--- src/rtl/arbitro_de_funcionalidades_pkg.sv ---
// Shared constants, slot state encoding and the permission / priority helpers
// used by the function arbiter and its per-function slots.
package arbitro_pkg;

  localparam int unsigned USER_NONE    = 0;
  localparam int unsigned FUNC_NEUTRAL = 0;
  localparam int unsigned PERM_MAX_W   = 1024;
  localparam int unsigned PERM_IDX_W   = 10;

  typedef enum logic {
    LIVRE   = 1'b0,
    OCUPADO = 1'b1
  } slot_state_t;

  // Out-of-range indices, user 0 and the neutral function are never permitted.
  function automatic logic perm_ok(input logic [PERM_MAX_W-1:0] mask,
                                   input int unsigned user,
                                   input int unsigned func,
                                   input int unsigned num_funcs);
    int unsigned bit_idx;
    bit_idx = user * num_funcs + func;
    if (func == FUNC_NEUTRAL || user == USER_NONE || bit_idx >= PERM_MAX_W) return 1'b0;
    return mask[bit_idx[PERM_IDX_W-1:0]];
  endfunction

  // True when requester a outranks b: higher user code, then lower channel index.
  function automatic logic beats(input int unsigned user_a, input int unsigned idx_a,
                                 input int unsigned user_b, input int unsigned idx_b);
    return (user_a > user_b) || ((user_a == user_b) && (idx_a < idx_b));
  endfunction

endpackage

--- src/rtl/arbitro_de_funcionalidades_if.sv ---
// Request/grant bundle between the front end (master) and the arbiter (slave).
interface arbitro_de_funcionalidades_if #(
  parameter int NUM_CH = 2,
  parameter int USER_W = 3,
  parameter int FUNC_W = 3
);
  localparam int NUM_FUNCS = 2 ** FUNC_W;

  logic [NUM_CH*USER_W-1:0] ReqUser;
  logic [NUM_CH*FUNC_W-1:0] ReqFunc;
  logic [NUM_CH-1:0]        Grant;
  logic [NUM_CH-1:0]        Denied;
  logic [NUM_FUNCS-1:0]     FuncActive;
  logic                     LoserValid;
  logic [USER_W-1:0]        LoserUser;

  modport master (output ReqUser, ReqFunc,
                  input  Grant, Denied, FuncActive, LoserValid, LoserUser);
  modport slave  (input  ReqUser, ReqFunc,
                  output Grant, Denied, FuncActive, LoserValid, LoserUser);
endinterface

--- src/rtl/arbitro_de_funcionalidades_slot.sv ---
// Ownership FSM for one function: allocation, release handover and
// preemption after the minimum hold time.
module slot_de_funcionalidade
  import arbitro_pkg::*;
#(
  parameter int NUM_CH   = 2,
  parameter int USER_W   = 3,
  parameter int MIN_HOLD = 4,
  parameter int IDX_W    = $clog2(NUM_CH),
  parameter int CNT_W    = $clog2(MIN_HOLD + 1)
) (
  input  logic                     clk,
  input  logic                     srst,
  input  logic [NUM_CH-1:0]        valid,
  input  logic [NUM_CH*USER_W-1:0] users,
  output logic [IDX_W-1:0]         owner,
  output logic                     owned,
  output logic [CNT_W-1:0]         count
);

  slot_state_t       state_reg, state_next;
  logic [IDX_W-1:0]  owner_reg, owner_next;
  logic [CNT_W-1:0]  count_reg, count_next;

  logic              best_found;
  logic [IDX_W-1:0]  best_idx;
  logic [USER_W-1:0] best_user;
  logic              owner_valid;
  logic [USER_W-1:0] owner_user;

  always_ff @(posedge clk) begin
    if (srst) begin
      state_reg <= LIVRE;
      owner_reg <= '0;
      count_reg <= '0;
    end else begin
      state_reg <= state_next;
      owner_reg <= owner_next;
      count_reg <= count_next;
    end
  end

  // Best valid requester overall, plus what the current owner is asking for.
  always_comb begin
    best_found  = 1'b0;
    best_idx    = '0;
    best_user   = '0;
    owner_valid = 1'b0;
    owner_user  = '0;
    for (int i = 0; i < NUM_CH; i++) begin
      if (valid[i] && (!best_found ||
          beats(32'(users[i*USER_W +: USER_W]), unsigned'(i),
                32'(best_user), 32'(best_idx)))) begin
        best_found = 1'b1;
        best_idx   = IDX_W'(i);
        best_user  = users[i*USER_W +: USER_W];
      end
      if (IDX_W'(i) == owner_reg) begin
        owner_valid = valid[i];
        owner_user  = users[i*USER_W +: USER_W];
      end
    end
  end

  always_comb begin
    state_next = state_reg;
    owner_next = owner_reg;
    count_next = count_reg;
    case (state_reg)
      LIVRE: begin
        if (best_found) begin
          state_next = OCUPADO;
          owner_next = best_idx;
          count_next = CNT_W'(1);
        end
      end
      OCUPADO: begin
        if (!owner_valid) begin
          // The owner cannot be the best here, so handover picks someone else.
          if (best_found) begin
            owner_next = best_idx;
            count_next = CNT_W'(1);
          end else begin
            state_next = LIVRE;
            owner_next = '0;
            count_next = '0;
          end
        end else if (count_reg == CNT_W'(MIN_HOLD) && best_found && best_user > owner_user) begin
          owner_next = best_idx;
          count_next = CNT_W'(1);
        end else if (count_reg != CNT_W'(MIN_HOLD)) begin
          count_next = count_reg + CNT_W'(1);
        end
      end
      default: state_next = LIVRE;
    endcase
  end

  always_comb begin
    owned = (state_reg == OCUPADO);
    owner = owner_reg;
    count = count_reg;
  end

endmodule

--- src/rtl/arbitro_de_funcionalidades.sv ---
// Function arbiter: permission filtering, one ownership slot per non-neutral
// function, and registered grant / denial / waiting-user reporting.
module arbitro_de_funcionalidades
  import arbitro_pkg::*;
#(
  parameter int NUM_CH   = 2,
  parameter int USER_W   = 3,
  parameter int FUNC_W   = 3,
  parameter int MIN_HOLD = 4,
  parameter logic [2**(USER_W+FUNC_W)-1:0] PERM_MASK = 64'h0000_FE00_0000_0A00
) (
  input  logic Clock,
  input  logic Reset,
  arbitro_de_funcionalidades_if.slave bus
);

  localparam int NUM_FUNCS = 2 ** FUNC_W;
  localparam int IDX_W     = $clog2(NUM_CH);
  localparam int CNT_W     = $clog2(MIN_HOLD + 1);
  localparam logic [PERM_MAX_W-1:0] PERM_EXT = PERM_MAX_W'(PERM_MASK);

  logic [FUNC_W-1:0]             ch_func [NUM_CH];
  logic [NUM_CH-1:0]             req_ok;
  logic [NUM_CH-1:0]             req_denied;

  logic [NUM_CH*USER_W-1:0]      user_reg;
  logic [NUM_CH-1:0]             valid_reg;
  logic [NUM_CH-1:0]             denied_reg;

  logic [IDX_W-1:0]              slot_owner [1:NUM_FUNCS-1];
  logic [NUM_FUNCS-1:1]          slot_owned;
  logic [(NUM_FUNCS-1)*CNT_W-1:0] slot_count_flat;
  wire                           unused_slot_count = ^slot_count_flat;

  logic [NUM_CH-1:0]             grant;
  logic                          loser_valid;
  logic [USER_W-1:0]             loser_user;

  genvar gi;
  generate
    for (gi = 0; gi < NUM_CH; gi++) begin : g_ch
      logic [USER_W-1:0] ch_user;
      assign ch_user      = bus.ReqUser[gi*USER_W +: USER_W];
      assign ch_func[gi]  = bus.ReqFunc[gi*FUNC_W +: FUNC_W];
      assign req_ok[gi]   = perm_ok(PERM_EXT, 32'(ch_user), 32'(ch_func[gi]), NUM_FUNCS);
      assign req_denied[gi] = (32'(ch_func[gi]) != FUNC_NEUTRAL) && !req_ok[gi];
    end

    for (gi = 1; gi < NUM_FUNCS; gi++) begin : g_slot
      logic [NUM_CH-1:0] valid_f;
      always_comb begin
        valid_f = '0;
        for (int c = 0; c < NUM_CH; c++) begin
          valid_f[c] = req_ok[c] && (ch_func[c] == FUNC_W'(gi));
        end
      end

      slot_de_funcionalidade #(
        .NUM_CH  (NUM_CH),
        .USER_W  (USER_W),
        .MIN_HOLD(MIN_HOLD),
        .IDX_W   (IDX_W),
        .CNT_W   (CNT_W)
      ) u_slot (
        .clk   (Clock),
        .srst  (Reset),
        .valid (valid_f),
        .users (bus.ReqUser),
        .owner (slot_owner[gi]),
        .owned (slot_owned[gi]),
        .count (slot_count_flat[(gi-1)*CNT_W +: CNT_W])
      );
    end
  endgenerate

  // Snapshot of the sampled requests so the waiting-set report lines up with the slots.
  always_ff @(posedge Clock) begin
    if (Reset) begin
      user_reg   <= '0;
      valid_reg  <= '0;
      denied_reg <= '0;
    end else begin
      user_reg   <= bus.ReqUser;
      valid_reg  <= req_ok;
      denied_reg <= req_denied;
    end
  end

  always_comb begin
    grant = '0;
    for (int f = 1; f < NUM_FUNCS; f++) begin
      if (slot_owned[f]) grant[slot_owner[f]] = 1'b1;
    end
  end

  always_comb begin
    loser_valid = 1'b0;
    loser_user  = '0;
    for (int i = 0; i < NUM_CH; i++) begin
      if (valid_reg[i] && !grant[i]) begin
        loser_valid = 1'b1;
        if (user_reg[i*USER_W +: USER_W] > loser_user) loser_user = user_reg[i*USER_W +: USER_W];
      end
    end
  end

  assign bus.Grant      = grant;
  assign bus.Denied     = denied_reg;
  assign bus.FuncActive = {slot_owned, 1'b0};
  assign bus.LoserValid = loser_valid;
  assign bus.LoserUser  = loser_user;

endmodule

--- src/flat_wrapper.sv ---
// flat-port wrapper written by rule: the top's interface ports become plain ports
module arbitro_de_funcionalidades_flat import arbitro_pkg::*;
#(
  parameter int NUM_CH   = 2,
  parameter int USER_W   = 3,
  parameter int FUNC_W   = 3,
  parameter int MIN_HOLD = 4,
  parameter logic [2**(USER_W+FUNC_W)-1:0] PERM_MASK = 64'h0000_FE00_0000_0A00
)
  (Clock, Reset, bus_ReqUser, bus_ReqFunc, bus_Grant, bus_Denied, bus_FuncActive, bus_LoserValid, bus_LoserUser);
  arbitro_de_funcionalidades_if #(.NUM_CH(NUM_CH), .USER_W(USER_W), .FUNC_W(FUNC_W)) bus_i ();
  input  logic Clock;
  input  logic Reset;
  input wire logic [$bits(bus_i.ReqUser)-1:0] bus_ReqUser;
  input wire logic [$bits(bus_i.ReqFunc)-1:0] bus_ReqFunc;
  output wire logic [$bits(bus_i.Grant)-1:0] bus_Grant;
  output wire logic [$bits(bus_i.Denied)-1:0] bus_Denied;
  output wire logic [$bits(bus_i.FuncActive)-1:0] bus_FuncActive;
  output wire logic [$bits(bus_i.LoserValid)-1:0] bus_LoserValid;
  output wire logic [$bits(bus_i.LoserUser)-1:0] bus_LoserUser;
  assign bus_i.ReqUser = bus_ReqUser;
  assign bus_i.ReqFunc = bus_ReqFunc;
  assign bus_Grant = bus_i.Grant;
  assign bus_Denied = bus_i.Denied;
  assign bus_FuncActive = bus_i.FuncActive;
  assign bus_LoserValid = bus_i.LoserValid;
  assign bus_LoserUser = bus_i.LoserUser;
  arbitro_de_funcionalidades #(.NUM_CH(NUM_CH), .USER_W(USER_W), .FUNC_W(FUNC_W), .MIN_HOLD(MIN_HOLD), .PERM_MASK(PERM_MASK)) u_core (.Clock(Clock), .Reset(Reset), .bus(bus_i));
endmodule
--- config.mk ---
export PLATFORM = sky130hd
export DESIGN_NAME = arbitro_de_funcionalidades_flat
export DESIGN_NICKNAME = d
export VERILOG_FILES = /design/src/rtl/arbitro_de_funcionalidades_pkg.sv /design/src/rtl/arbitro_de_funcionalidades_if.sv /design/src/rtl/arbitro_de_funcionalidades_slot.sv /design/src/rtl/arbitro_de_funcionalidades.sv /design/src/flat_wrapper.sv
export SDC_FILE = /design/constraint.sdc
export NUM_CORES = 1
export LEC_CHECK = 0
export CORE_MARGIN = 1
export CORE_UTILIZATION = 45
export DETAILED_ROUTE_END_ITERATION = 10
export HOLD_SLACK_MARGIN = 0.03
export SLEW_MARGIN = 30
export SYNTH_ARGS = -nofsm -noshare
export SYNTH_HDL_FRONTEND = slang
export SYNTH_SLANG_ARGS = --single-unit
--- constraint.sdc ---
create_clock -name Clock -period 6.7 [get_ports Clock]
set_input_delay 0.67 -clock Clock [delete_from_list [all_inputs] [get_ports Clock]]
set_output_delay 0.67 -clock Clock [all_outputs]
set_load 0.01 [all_outputs]
After elaboration in Yosys (flattened, before gate mapping)
Memories as Yosys holds them, arrays and structs flattened.
Cells that the tools add are included.
Widths: inputs -> output; s select.
{"block": "totals", "regBits": 45, "latch_bits": 0, "mem_bits_rw": 0, "romBits": 2048, "in_bits": 14, "output_inout_bits": 16, "wordCells": 401, "n_memories": 2}
{"block": "op_classes", "add_sub_neg": 9, "multipliers": 0, "n_div": 0, "magnitude_cmp": 34, "eq_ne": 49, "shifts": 0, "n_mux": 182, "bitwise": 13, "reduce_logical": 88}
{"memory": "(no name shown)", "depth": 1024, "word_bits": 1, "read_ports": 1, "rd_clocked_by_memory_dff": 0, "write_ports": 0, "line_no": "arbitro_de_funcionalidades_pkg.sv:23", "source": "return mask[bit_idx[PERM_IDX_W-1:0]];"}
{"memory": "(no name shown)", "depth": 1024, "word_bits": 1, "read_ports": 1, "rd_clocked_by_memory_dff": 0, "write_ports": 0, "line_no": "arbitro_de_funcionalidades_pkg.sv:23"}
{"cell": "$mux 3", "count": 53}
{"cell": "$mux 1", "count": 94}
{"cell": "$ge 32x11->1 const B", "count": 2}
{"cell": "$logic_and 1x1->1", "count": 46}
{"cell": "$eq 3x3->1 const B", "count": 15}
{"cell": "$gt 3x3->1", "count": 15}
{"cell": "$pmux 3 s2", "count": 7}
{"cell": "$ne 4x2->1 const B", "count": 7}
{"cell": "$pmux 1 s2", "count": 14}
{"cell": "$reduce_and 2->1", "count": 14}
{"cell": "$lt 10x11->1 const B", "count": 2}
{"cell": "$add 3x1->3 const B", "count": 7}
{"cell": "$ne 3x2->1 const B", "count": 7}
{"cell": "$ne 3x3->1 const B", "count": 7}
{"cell": "$add 6x3->7", "count": 2}
{"cell": "$lt 1x2->1 const B", "count": 7}
{"cell": "$mux 2", "count": 7}
{"cell": "$ne 2x2->1 const B", "count": 7}
{"cell": "$eq 3x2->1 const B", "count": 4}
{"cell": "$logic_not 3->1", "count": 4}
{"cell": "$or 2x2->2", "count": 6}
{"cell": "$logic_not 1->1", "count": 11}
{"cell": "$logic_or 1x1->1", "count": 11}
{"cell": "$demux 1 s1", "count": 7}
{"cell": "5 further kinds", "count": 19}

Depth between registers and ports, before layout
{"block": "logic_depth", "ltp_word": 23, "depth_mapped": 16, "depth_no_buf": 15}

Cells and area by module
From an unflattened synthesis, not the netlist that was laid out.
{"block": "unflattened", "cells_unflattened": 542, "hier_area_um2": 4616.9}
{"mod": "slot_de_funcionalidade (u_core.g_slot[2].u_slot ...)", "instances": 3, "cells_each": 69, "area_each_um2": 586.8, "seq_area_each_um2": 100.1}
{"mod": "slot_de_funcionalidade (u_core.g_slot[1].u_slot ...)", "instances": 3, "cells_each": 61, "area_each_um2": 528.0, "seq_area_each_um2": 100.1}
{"mod": "arbitro_de_funcionalidades", "instances": 1, "cells_each": 88, "area_each_um2": 700.7, "seq_area_each_um2": 200.2}
{"mod": "slot_de_funcionalidade (u_core.g_slot[7].u_slot)", "instances": 1, "cells_each": 64, "area_each_um2": 571.8, "seq_area_each_um2": 100.1}

Worst setup path before layout
No wires, ideal clock.
{"block": "synth_timing", "path_kind": "input to register", "from": "in bus_ReqUser[1]", "to": "reg u_core.g_slot[1].u_slot.count_reg[0]", "setup_ns": 0.086, "arrival_ns": 3.237, "required_ns": 6.614, "path_slack_ns": 3.377, "stages": 15, "path_buffers": 1, "cell_sequence": "buf_2 > nand3b_4 > nor3_1 > nand2_1 > ha_1 > nand3_1 > o21ai_0 > o21ai_0 > nand2_1 > mux2i_1 > ha_1 > mux2i_1 > o311ai_2 > o21ai_0 > a211oi_1"}
{"block": "synth_via", "elab_chain_len": 16, "elab_cells_between_ends": 30, "cone_classes": "add/sub: 1; order compare: 3; eq/ne: 2; mux: 13; reduce/logical: 10; memory: 1"}
{"element": "start, declared", "line_no": "flat_wrapper.sv:14", "source": "input wire logic [$bits(bus_i.ReqUser)-1:0] bus_ReqUser;"}
{"element": "parallel branches: the longest is 16 deep, another holds $add 6x3->7"}
{"element": "end signal, assigned", "line_no": "arbitro_de_funcionalidades_slot.sv:39", "source": "count_reg <= count_next;"}
{"element": "end, declared", "line_no": "arbitro_de_funcionalidades_slot.sv:23", "source": "logic [CNT_W-1:0] count_reg, count_next;"}
Several ways; the timed one is not identified. The select of a mux whose other input is x is not followed.
A chain may end at the register's enable or synchronous reset.

Worst setup path in the final report
{"block": "layout_timing", "from": "reg u_core.g_slot[4].u_slot.owner_reg", "to": "out bus_LoserUser[0]"}
{"block": "layout_via", "elab_chain_len": 18, "elab_cells_between_ends": 21, "cone_classes": "order compare: 3; mux: 9; bitwise: 4; reduce/logical: 5"}
{"element": "start, declared", "line_no": "arbitro_de_funcionalidades_slot.sv:22", "source": "logic [IDX_W-1:0] owner_reg, owner_next;"}
{"element": "start signal, assigned", "line_no": "arbitro_de_funcionalidades_slot.sv:38", "source": "owner_reg <= owner_next;"}
{"element": "$lt 1x2->1 (implied by the code) / $ge 1x1->1 (equally long branches)", "line_no": "arbitro_de_funcionalidades.sv:92", "source": "if (slot_owned[f]) grant[slot_owner[f]] = 1'b1;"}
{"element": "$logic_and 1x1->1 (implied by the code)", "line_no": "arbitro_de_funcionalidades.sv:92"}
{"element": "$mux 1 (implied by the code)", "line_no": "arbitro_de_funcionalidades.sv:92"}
{"element": "$demux 1 s1 (*)"}
{"element": "$or 2x2->2 (no source line) (*)"}
{"element": "$mux 2 (*)", "line_no": "arbitro_de_funcionalidades.sv:92"}
{"element": "$or 2x2->2 (no source line)"}
{"element": "$mux 2 (*)", "line_no": "arbitro_de_funcionalidades.sv:92"}
{"element": "[2 not listed]"}
{"element": "$or 2x2->2 (no source line)"}
{"element": "$mux 2 (*)", "line_no": "arbitro_de_funcionalidades.sv:92"}
{"element": "$logic_not 1->1", "line_no": "arbitro_de_funcionalidades.sv:100", "source": "if (valid_reg[i] && !grant[i]) begin"}
{"element": "$logic_and 1x1->1", "line_no": "arbitro_de_funcionalidades.sv:100"}
{"element": "$mux 3", "line_no": "arbitro_de_funcionalidades.sv:100"}
{"element": "$gt 3x3->1", "line_no": "arbitro_de_funcionalidades.sv:102", "source": "if (user_reg[i*USER_W +: USER_W] > loser_user) loser_user = user_reg[i*USER_W +: USER_W];"}
{"element": "$mux 3", "line_no": "arbitro_de_funcionalidades.sv:102"}
{"element": "$mux 3 (*)", "line_no": "arbitro_de_funcionalidades.sv:100"}
{"element": "end, declared", "line_no": "flat_wrapper.sv:20", "source": "output wire logic [$bits(bus_i.LoserUser)-1:0] bus_LoserUser;"}
Mark *: on every way between the ends. The rest lies on a longest branch, timed or not.

==> qor.yml <==
ant_nets: 0
fin_crit_ps: 4240
start_util_pct: 46.3
numCtsBuffers: 5
synth-simple-area-share_pct: 23.0
crit_required_ps: 6030
drc: 0
synth_edf_count: 0
post_drt_wl_per_cell_um: 15.3
register_area_sq_um: 901
track_usage_pct: 20.8
yosysTopAreaCell: "dfxtp_1"
clk_latency_ps: 310
cp.arrival_ps: 3570
synthArstFlopShare_pct: 0
viasPerCell: 5.54
synth_seq_area_share_pct: 21.1
root_buffer: "clkbuf_8"
ys.flop_type: "dfxtp_1"
row_count: 35
hp-class: "reg -> reg"
cts.reportedPaths.clkPinSlew_ps: 90
slew_headroom_pct: 40.7
synth_top_area_share_pct: 21.1
yosys_warnings: 0
status: "completed"
synth_area_sq_um: 4270
maxCapViolCount: 0
synth_cell_types: 79
crit_type: "reg -> out"
dp_hpwl_mm: 7.39
final_common_cell: "ha_1"
fill_cells: 893
p_leak_nw: 1.77
dieHeight_um: 99.5
end_kind: "primary output"
cp_max_fo: 6
routed_wl_mm: 10.1
gr-total-overflow: 0
worst_slew_pin_slew_ps: 887
total_power_w: 0.000573
finalMaxSlewViolations: 0
port_buffers: 28
synthAdderAreaFrac_pct: 17.3
cts.htree.levels: 2
gp_congestion: 0.796
grt_pass1_wl_mm: 16.5
drive_gt1_share_pct: 9.23
cts_sinks: 45
antenna_found_initial: 0
synth_mux_area_share_pct: 7.26
hold_violations: 0
synth_compound_area_share_pct: 21.7
largest_register_ffs: 21
place_ws_ps: 2300
antenna_cells: 0
hold_ws_ps: 483
first_iter_violations: 106
drt_first_pass_iters: 4
synthCells: 514
setup_ws_ps: 2460
setup_total_negative_slack_ps: 0
cts_setup_buffers: 0
die_area_sq_um: 9890
layout_common_cells: "59 x ha_1, 46 x inv_1, 45 x dfxtp_1"
p_per_area_nw_per_um2: 123
avgSynthCellArea_sq_um: 8.32
cts_tree: "built"
final_nets: 603
area_delta_synth_final_pct: 8.75
synth_top_family_by_area: "simple AND/OR/NAND/NOR gates"
cts_hold_buf: 0
num_vias: 3656
synth_xor_area_share_pct: 0
cp-start-kind: "flop"
grt_pass1_vias: 3344
die_w_um: 99.5
cts_resized: 0
fp.coreArea_sq_um: 9240
period_share_pct: 63.4
ys_seq_elements: 45
fin_skew_ps: 6.02
grt_max_degree: 42
synth_area_leaders: "dfxtp_1 21%, ha_1 17%, mux2i_1 5.2%"
setup_viol: 0
rsz0062_at_grt: "false"
ir_drop_uv: 73.8
multi_input_area_sq_um: 3020
cts_buffer_depth: 2
fmax_mhz: 236
io_pins: 30
[final timing paths]
| kind | start | to | slack [ps] | depth (start not counted) |
|---|---|---|---|---|
| min | u_core.g_slot[5].u_slot.count[1] | u_core.g_slot[5].u_slot.count[1] | 480 | 2 |
| min reg2reg | u_core.g_slot[5].u_slot.count[1] | u_core.g_slot[5].u_slot.count[1] | 480 | 2 |
| max | u_core.g_slot[4].u_slot.owner | bus_LoserUser[0] | 2460 | 11 |
| max reg2reg | u_core.g_slot[2].u_slot.owner | u_core.g_slot[2].u_slot.count[0] | 4370 | 7 |
[cell families (layout without fill, tap and decap cells)]
group / Yosys count / count (layout)
AO/OA/AOI/OAI: 123 / 123
adder cells (fa/ha/maj): 59 / 59
buffers and inverters: 84 / 88
flip-flops: 45 / 45
multiplexers: 30 / 30
other: 2 / 15
AND/OR/NAND/NOR: 171 / 171
[through the flow]
stage | util (%) | std cells | area [sq um]
final | 50.3 | 660 | 4650
after global routing | 50.3 | 660 | 4650
after CTS | 50.3 | 660 | 4650
after detailed placement | 49.4 | 652 | 4560
after global placement | 49.4 | 652 | 4560
after floorplan | - | 527 | 4320
[critical path: stages, from the launching register on]
cell	delay (ps)
dfxtp_1	460
nand2b_1	250
o21ai_0	140
nor4_1	470
nand2_1	160
ha_1	330
nor2b_1	130
o21a_1	150
o21ai_0	290
nor3_4	80
mux2_1	320
clkdlybuf4s50_1	470
[routing by layer]
metal	GRT usage, %	wire length, um	up-vias	part of all wire, %
met5	0	0	-	0
met4	4.07	76	0	0.75
met3	2.11	261	5	2.6
met2	35.8	4640	51	46
met1	28.4	5120	1729	51
li1	-	-	1871	-
[final cells by class]
class                      instances  share of cell area [%]
inverter                          51                    4.25
timing repair buffer              29                    6.19
sequential                        45                    19.4
clock buffer                       7                    1.64
tap                              129                    3.47
multi-input combinational        398                    64.9
clock inverter                     1                   0.162
[cell usage after synthesis (3+ instances only)]
| master | n |
|---|---|
| ha_1 | 59 |
| inv_1 | 46 |
| dfxtp_1 | 45 |
| nand2_1 | 32 |
| o21ai_0 | 30 |
| nor2_1 | 28 |
| mux2i_1 | 22 |
| nand3_1 | 22 |
| nor2b_1 | 16 |
| a21oi_1 | 13 |
| a31oi_1 | 13 |
| nand2b_1 | 12 |
| o21a_1 | 11 |
| buf_4 | 10 |
| nor3_1 | 10 |
| clkbuf_1 | 9 |
| a211oi_1 | 7 |
| buf_2 | 7 |
| mux2_2 | 7 |
| nand3b_1 | 7 |
| nand4_1 | 6 |
| buf_6 | 5 |
| and2_1 | 4 |
| a22oi_1 | 3 |
| a32o_1 | 3 |
| a32oi_1 | 3 |
| and3_1 | 3 |
| inv_2 | 3 |
| nand4b_1 | 3 |
| nor2_2 | 3 |
| or2_1 | 3 |
| or2_2 | 3 |
[report_power, final]
part / total, W / switching, W / internal (W) / leakage (nW)
Combinational: 0.000119 / 0.0000673 / 0.0000513 / 1.37
Sequential: 0.000278 / 0.00000507 / 0.000273 / 0.366
Clock: 0.000176 / 0.000102 / 0.0000742 / 0.0385
Note: power is estimated with default switching activity, not from simulation.
